**src/rtl/shift_tx.sv**
```systemverilog
// Parallel-to-serial transmitter: accepts an N-bit word on START/READY and shifts it out
// MSB- or LSB-first, holding each bit DIV clocks with a one-cycle SHE sample strobe.
module shift_tx #(
  parameter int unsigned N   = 4,
  parameter int unsigned DIV = 4
) (
  input  logic         C,
  input  logic         R,
  input  logic [N-1:0] D,
  input  logic         START,
  input  logic         DIR,
  input  logic         ABORT,
  output logic         READY,
  output logic         BUSY,
  output logic         SO,
  output logic         SHE,
  output logic         DONE
);

  localparam int unsigned DW = (DIV > 1) ? $clog2(DIV) : 1;
  localparam int unsigned BW = $clog2(N);

  typedef enum logic {
    IDLE  = 1'b0,
    SHIFT = 1'b1
  } state_t;

  state_t         r_state;
  state_t         w_state_nxt;
  logic [N-1:0]   r_sreg;
  logic [N-1:0]   w_sreg_nxt;
  logic [DW-1:0]  r_div;
  logic [DW-1:0]  w_div_nxt;
  logic [BW-1:0]  r_bit;
  logic [BW-1:0]  w_bit_nxt;
  logic           r_dir;
  logic           w_dir_nxt;
  logic           r_done;
  logic           w_done_nxt;
  logic           w_she;

  // Strobe and serial data are pure decodes of registered state, so they are glitch-free.
  assign w_she = (r_state == SHIFT) && (r_div == DW'(DIV - 1));
  assign READY = (r_state == IDLE);
  assign BUSY  = (r_state == SHIFT);
  assign SHE   = w_she;
  assign DONE  = r_done;
  assign SO    = (r_state == SHIFT) ? (r_dir ? r_sreg[0] : r_sreg[N-1]) : 1'b0;

  // State and datapath registers
  always_ff @(posedge C or posedge R) begin
    if (R) begin
      r_state <= IDLE;
      r_sreg  <= '0;
      r_div   <= '0;
      r_bit   <= '0;
      r_dir   <= 1'b0;
      r_done  <= 1'b0;
    end else begin
      r_state <= w_state_nxt;
      r_sreg  <= w_sreg_nxt;
      r_div   <= w_div_nxt;
      r_bit   <= w_bit_nxt;
      r_dir   <= w_dir_nxt;
      r_done  <= w_done_nxt;
    end
  end

  // Next-state: ABORT beats the final strobe; START during SHIFT is dropped, not queued.
  always_comb begin
    w_state_nxt = r_state;
    w_sreg_nxt  = r_sreg;
    w_div_nxt   = r_div;
    w_bit_nxt   = r_bit;
    w_dir_nxt   = r_dir;
    w_done_nxt  = 1'b0;
    case (r_state)
      IDLE: begin
        if (START && !ABORT) begin
          w_state_nxt = SHIFT;
          w_sreg_nxt  = D;
          w_dir_nxt   = DIR;
          w_div_nxt   = '0;
          w_bit_nxt   = '0;
        end
      end
      SHIFT: begin
        if (ABORT) begin
          w_state_nxt = IDLE;
          w_div_nxt   = '0;
          w_bit_nxt   = '0;
        end else if (w_she) begin
          w_div_nxt = '0;
          if (r_bit == BW'(N - 1)) begin
            w_state_nxt = IDLE;
            w_done_nxt  = 1'b1;
            w_bit_nxt   = '0;
          end else begin
            w_bit_nxt  = r_bit + BW'(1);
            w_sreg_nxt = r_dir ? {1'b0, r_sreg[N-1:1]} : {r_sreg[N-2:0], 1'b0};
          end
        end else begin
          w_div_nxt = r_div + DW'(1);
        end
      end
      default: w_state_nxt = IDLE;
    endcase
  end

endmodule

```
**config.mk**
```make
export PLATFORM = sky130hd
export DESIGN_NAME = shift_tx
export DESIGN_NICKNAME = d
export VERILOG_FILES = /design/src/rtl/shift_tx.sv
export SDC_FILE = /design/constraint.sdc
export NUM_CORES = 1
export LEC_CHECK = 0
export BUFFER_PORTS_ARGS = -buffer_cell sky130_fd_sc_hd__buf_2
export CAP_MARGIN = 10
export CORE_MARGIN = 2
export CORE_UTILIZATION = 40
export DETAILED_ROUTE_END_ITERATION = 10
export MAX_ROUTING_LAYER = met4
export PLACE_DENSITY_LB_ADDON = 0.3
export SLEW_MARGIN = 20
export SYNTH_ARGS = -nofsm -noshare
export SYNTH_HDL_FRONTEND = slang
export SYNTH_SLANG_ARGS = --single-unit
export TNS_END_PERCENT = 1
```
**constraint.sdc**
```tcl
create_clock -name C -period 1.8 [get_ports C]
set_input_delay 0.36 -clock C [delete_from_list [all_inputs] [get_ports C]]
set_output_delay 0.36 -clock C [all_outputs]
set_load 0.01 [all_outputs]
```
==> results of run 1 <==
==> kinds of logic after synthesis <==
logic type	after synthesis	synth area share [%]
simple gates	17	17.4
flops	11	44.4
compound gates	10	13.3
buf+inv	7	6.26
mux	7	13.1
fa+ha+maj	2	4.04
xor+xnor	1	1.41
==> registers in the layout, indices dropped and copies added (netlist names) <==
name	count
DONE	1
r_bit	2
BUSY	1
r_dir	1
r_sreg	4
r_div	2
==> cell usage in the layout (no fill, tap or decap) <==
| cell | n |
|---|---|
| nand2_1 | 4 |
| mux2i_1 | 4 |
| nand2b_1 | 1 |
| nand3_1 | 1 |
| a221o_1 | 2 |
| o21ai_0 | 1 |
| buf_2 | 13 |
| o32ai_1 | 1 |
| o2bb2ai_1 | 2 |
| ha_1 | 2 |
| inv_1 | 3 |
| mux2_1 | 1 |
| o21a_2 | 1 |
| dfrtp_1 | 11 |
| a21o_1 | 1 |
| xnor2_1 | 1 |
| and2_1 | 2 |
| nor2_1 | 6 |
| nor3_1 | 1 |
| inv_2 | 1 |
| nand2b_4 | 1 |
| o22ai_1 | 1 |
| clkbuf_4 | 3 |
| mux2_4 | 2 |
| nand4bb_4 | 1 |
| clkbuf_1 | 1 |
| a311oi_1 | 1 |
==> routing by layer <==
metal | global-route usage, % | vias to the layer above | part of all wire (%)
met3 | 9.17 | 2 | 5.9
li1 | - | 225 | -
met4 | 3.64 | 0 | 0.43
met2 | 23.9 | 8 | 49
met1 | 16.0 | 221 | 44
met5 | - | - | 0
==> worst max path at each step <==
| stage | start | cells after the start | to |
|---|---|---|---|
| floorplan | r_div[0]$_DFFE_PP0P_ | 5 | r_sreg[0]$_DFFE_PP0P_ |
| global placement | r_div[0]$_DFFE_PP0P_ | 4 | r_sreg[3]$_DFFE_PP0P_ |
| detailed placement | r_div[0]$_DFFE_PP0P_ | 4 | r_sreg[3]$_DFFE_PP0P_ |
| CTS | r_div[0]$_DFFE_PP0P_ | 3 | SHE |
| global route | r_div[0]$_DFFE_PP0P_ | 3 | SHE |
| finish | r_div[0]$_DFFE_PP0P_ | 3 | SHE |
==> critical path: stages (launching register included) <==
cell and delay (ns):
dfrtp_1 0.40, ha_1 0.34, and2_1 0.21, buf_2 0.13
==> Yosys cell counts (2+ instances only) <==
master | number | area share (%)
inv_1 | 3 | 1.8
mux2_4 | 2 | 4.8
nand2_1 | 4 | 2.4
mux2i_1 | 4 | 6.5
ha_1 | 2 | 4.0
nor2_1 | 6 | 3.6
and2_1 | 2 | 2.0
dfrtp_1 | 11 | 44
a221o_1 | 2 | 3.2
o2bb2ai_1 | 2 | 2.8
==> area by class of cell <==
class,instances,area [sq um]
clock buffer,4,26.3
fill,148,764
inverter,4,15.0
multi-input combinational,37,305
sequential,11,275
tap,16,20.0
timing repair buffer,13,65.1
==> power groups by stage <==
stage	registers (mW)	logic, mW	clock network (mW)
floorplan	0.300	0.101	0
global placement	0.320	0.111	0
detailed placement	0.319	0.113	0
CTS	0.315	0.114	0.178
global route	0.321	0.124	0.197
finish	0.316	0.113	0.168
==> results.yml, run 1 <==
outcome:
  status: "finished clean"
die:
  die_w_um: 43.4
  initial_utilization_pct: 42.1
  pin_count: 14
  dieArea_sq_mm: 0.00188
  core_area_sq_mm: 0.00147
  fp.dieH_um: 43.4
  rows: 14
setup_path:
  cp_max_fo: 8
  arrival_ns: 1.34
  r2r_setup_slack_ns: 0.27
  endpoint_kind: "output port"
  cp.required_ns: 1.44
  critPathKind: "register to output port"
  timing.rr.start: "r_div[0]$_DFFE_PP0P_"
  rr_endpoint: "r_sreg[3]$_DFFE_PP0P_"
  rr_worst_depth: 4
  startpoint_type: "register"
clock_network:
  ctsResizeCount: 0
  cts_hold_buf: 0
  post_cts_buffers: 0
  htree_num_levels: 1
  clockBufferDepth: 2
  clock_sinks: 11
  clk_pin_slew_ns: 0.07
  cts_root_buf: "clkbuf_4"
  numCtsBuffers: 3
  cts_tree: "done"
  worstSkewPairLatency_ns: 0.27
power:
  vdd_drop_max_mv: 0.415
  p_switching_mw: 0.168
  power.total_mw: 0.597
  p_clk_share_pct: 28.2
  power_density_mw_per_mm2: 844
  switching_share_pct: 28.2
  pwr-share-comb_pct: 18.9
  p_leak_nw: 0.351
  p_seq_share_pct: 52.9
  internal_power_mw: 0.429
routing:
  drc: 0
  wl_um: 1160
  first_iter_violations: 9
  drtPass1Iterations: 4
  wl_per_cell_um: 13.7
  routed_via_density: 5.36
  ant_nets: 0
  vias: 456
timing:
  timing.final.crit_period_ns: 1.70
  tightest_slew_ns: 0.467
  rsz0062_at_grt: "no"
  hold_viol: 0
  final_max_slew_viol_count: 0
  slew_headroom_pct: 68.9
  final.period_utilization_pct: 94.5
  final.setup_skew_ns: 0.00195
  setup_violations: 0
  finalSetupTns_ns: 0
  timing.fmax_ghz: 0.588
  hold_slack_ns: 0.0835
  setup_ws_ns: 0.0986
grt:
  antenna_found_initial: 0
  grt_max_degree: 15
  grt_pass1_vias: 441
  gr-total-overflow: 0
  track_usage_pct: 15.1
  grt_pass1_wl_um: 1930
logic_synthesis:
  synthFlopType: "dfrtp_1"
  postSynthCellCount: 55
  yosys_warnings: 0
  ys_types: 27
  synth_nets: 66
  synthArstFlopShare_pct: 100
  synthesis.area_sq_um: 619
  synth_edf_count: 0
  yosysSeqAreaShare_pct: 44.4
  postSynthAreaPerCell_sq_um: 11.3
  ys_ff_latch: 11
finish:
  area_growth_pct: 14.1
  nets: 81
  fin_cells: 85
  design_area_sq_um: 707
  final_util_pct: 48.0
  drive_above_1_share_pct: 31.9
  n_antenna_cell: 0
run:
  cap_viol_max_count: 0
place:
  place_ws_ns: 0.285
  place_inst: 81
  placed_area_sq_um: 681
  gp_congestion: 0.761
  dp_hpwl_um: 839
  portBuffers: 13
hold_path:
  hold_path_class: "input pin to async pin"
(Power assumes the default switching activity.)
==> run 2: changes to the inputs <==
Settings changed: CORE_UTILIZATION 40 to 38, CTS_BUF_LIST set to sky130_fd_sc_hd__clkbuf_8.
==> run 2 against run 1 <==
Sequential share of layout area fell by 1.0 points. Die area rose by 4.8%. Largest cell class unchanged. Setup slack improved by 0.048 ns. Critical path type unchanged. Flip-flop and latch count did not move. Clock skew fell by 0.0011 ns. Total power rose by 12%. Sequential power barely moved. Utilization fell by 0.43 points.
==> results.yml, run 2 (synthesized netlist as in run 1, its figures left out) <==
finish:
  design_area_sq_um: 726
  area_growth_pct: 17.2
  fill_cells: 143
  nets: 81
  mostFrequentLayoutCells: "buf_2, dfrtp_1, nor2_1"
  largest_register_ffs: 4
  fin_cells: 85
  drive_above_1_share_pct: 31.9
  final_common_cell: "buf_2"
  n_antenna_cell: 0
  top_regs: "r_sreg x4, r_bit x2, r_div x2"
  multi_input_area_sq_um: 305
  final_util_pct: 47.6
  largest-register: "r_sreg"
  final-seq-area_sq_um: 275
grt:
  track_usage_pct: 13.8
  grt_pass1_vias: 385
  use_met3_pct: 7.35
  grt_max_degree: 15
  busiest_layer: "met1"
  grt_pass1_wl_um: 1810
  antenna_found_initial: 0
  grtUsageMet1_pct: 18.7
  grt_util_met2_pct: 17.6
  gr-total-overflow: 0
clock_network:
  ctsResizeCount: 0
  post_cts_buffers: 0
  cts_root_buf: "clkbuf_8"
  cts_hold_buf: 0
  clockBufferDepth: 2
  numCtsBuffers: 3
  cts_tree: "done"
  clock_sinks: 11
  clk_pin_slew_ns: 0.05
  worstSkewPairLatency_ns: 0.23
  htree_num_levels: 1
setup_path:
  cp_max_fo: 8
  endpoint_kind: "output port"
  rr_endpoint: "r_sreg[3]$_DFFE_PP0P_"
  rr_worst_depth: 4
  cp.required_ns: 1.44
  startpoint_type: "register"
  r2r_setup_slack_ns: 0.29
  timing.rr.start: "r_div[0]$_DFFE_PP0P_"
  crit_start: "r_div[0]$_DFFE_PP0P_"
  critPathKind: "register to output port"
  endpoint: "SHE"
  arrival_ns: 1.29
routing:
  routed_via_density: 5.12
  drtPass1Iterations: 4
  ant_nets: 0
  vias: 435
  wl_um: 1110
  wl_per_cell_um: 13.1
  drc: 0
  first_iter_violations: 14
timing:
  rsz0062_at_grt: "no"
  setup_ws_ns: 0.147
  tightest_slew_ns: 0.495
  final.period_utilization_pct: 91.8
  final.setup_skew_ns: 0.000831
  final_max_slew_viol_count: 0
  slew_headroom_pct: 67.0
  hold_viol: 0
  timing.final.crit_period_ns: 1.65
  hold_slack_ns: 0.113
  timing.fmax_ghz: 0.605
  finalSetupTns_ns: 0
  setup_violations: 0
die:
  initial_utilization_pct: 40.6
  core_area_sq_mm: 0.00152
  fp.dieH_um: 44.4
  pin_count: 14
  dieArea_sq_mm: 0.00197
  die_w_um: 44.4
  rows: 14
power:
  vdd_drop_max_mv: 0.467
  p_switching_mw: 0.174
  power_density_mw_per_mm2: 919
  switching_share_pct: 26.1
  pwr-share-comb_pct: 16.8
  power.total_mw: 0.667
  p_clk_share_pct: 35.8
  internal_power_mw: 0.493
  p_leak_nw: 0.362
  p_seq_share_pct: 47.4
place:
  placed_area_sq_um: 681
  place_ws_ns: 0.304
  dp_hpwl_um: 819
  place_inst: 81
  portBuffers: 13
  gp_congestion: 0.712
outcome:
  status: "finished clean"
hold_path:
  hold_path_class: "input pin to async pin"
run:
  cap_viol_max_count: 0
run 2: worst min-delay path by stage:
| stage | start | to | slack, ns | depth (start not counted) |
|---|---|---|---|---|
| 6_report | R | r_div[0]$_DFFE_PP0P_ | 0.11 | 2 |
| 5_1_grt | R | r_div[0]$_DFFE_PP0P_ | 0.15 | 2 |
| 4_1_cts | R | r_div[0]$_DFFE_PP0P_ | 0.12 | 2 |
| 3_5_place_dp | R | DONE$_DFF_PP0_ | 0.38 | 2 |
| 3_3_place_gp | R | r_div[1]$_DFFE_PP0P_ | 0.37 | 2 |
| 2_1_floorplan | R | BUSY$_DFF_PP0_ | 0.21 | 1 |
run 2: routing by layer:
layer | up-vias | share of wire [%]
met1 | 200 | 53
met4 | 0 | 0
met5 | - | 0
met2 | 11 | 42
li1 | 224 | -
met3 | 0 | 5.4
run 2: area by class of cell:
| cell class | instances | share of cell area, % |
|---|---|---|
| Tap cell | 16 | 2.76 |
| Clock buffer | 3 | 5.69 |
| Sequential cell | 11 | 37.9 |
| Inverter | 4 | 2.07 |
| Multi-Input combinational cell | 37 | 42.1 |
| Timing Repair Buffer | 13 | 8.97 |
| Clock inverter | 1 | 0.517 |
run 2: power by group through the flow:
stage	combinational [mW]	clock (mW)	sequential (mW)
after detailed placement	0.113	0	0.318
after CTS	0.114	0.249	0.314
after global routing	0.126	0.264	0.319
final	0.112	0.239	0.316
after floorplan	0.101	0	0.300
after global placement	0.112	0	0.319
run 2: critical path, cell delays in order (launching register included):
cell	delay, ns
dfrtp_1	0.39
ha_1	0.33
and2_1	0.21
buf_2	0.13
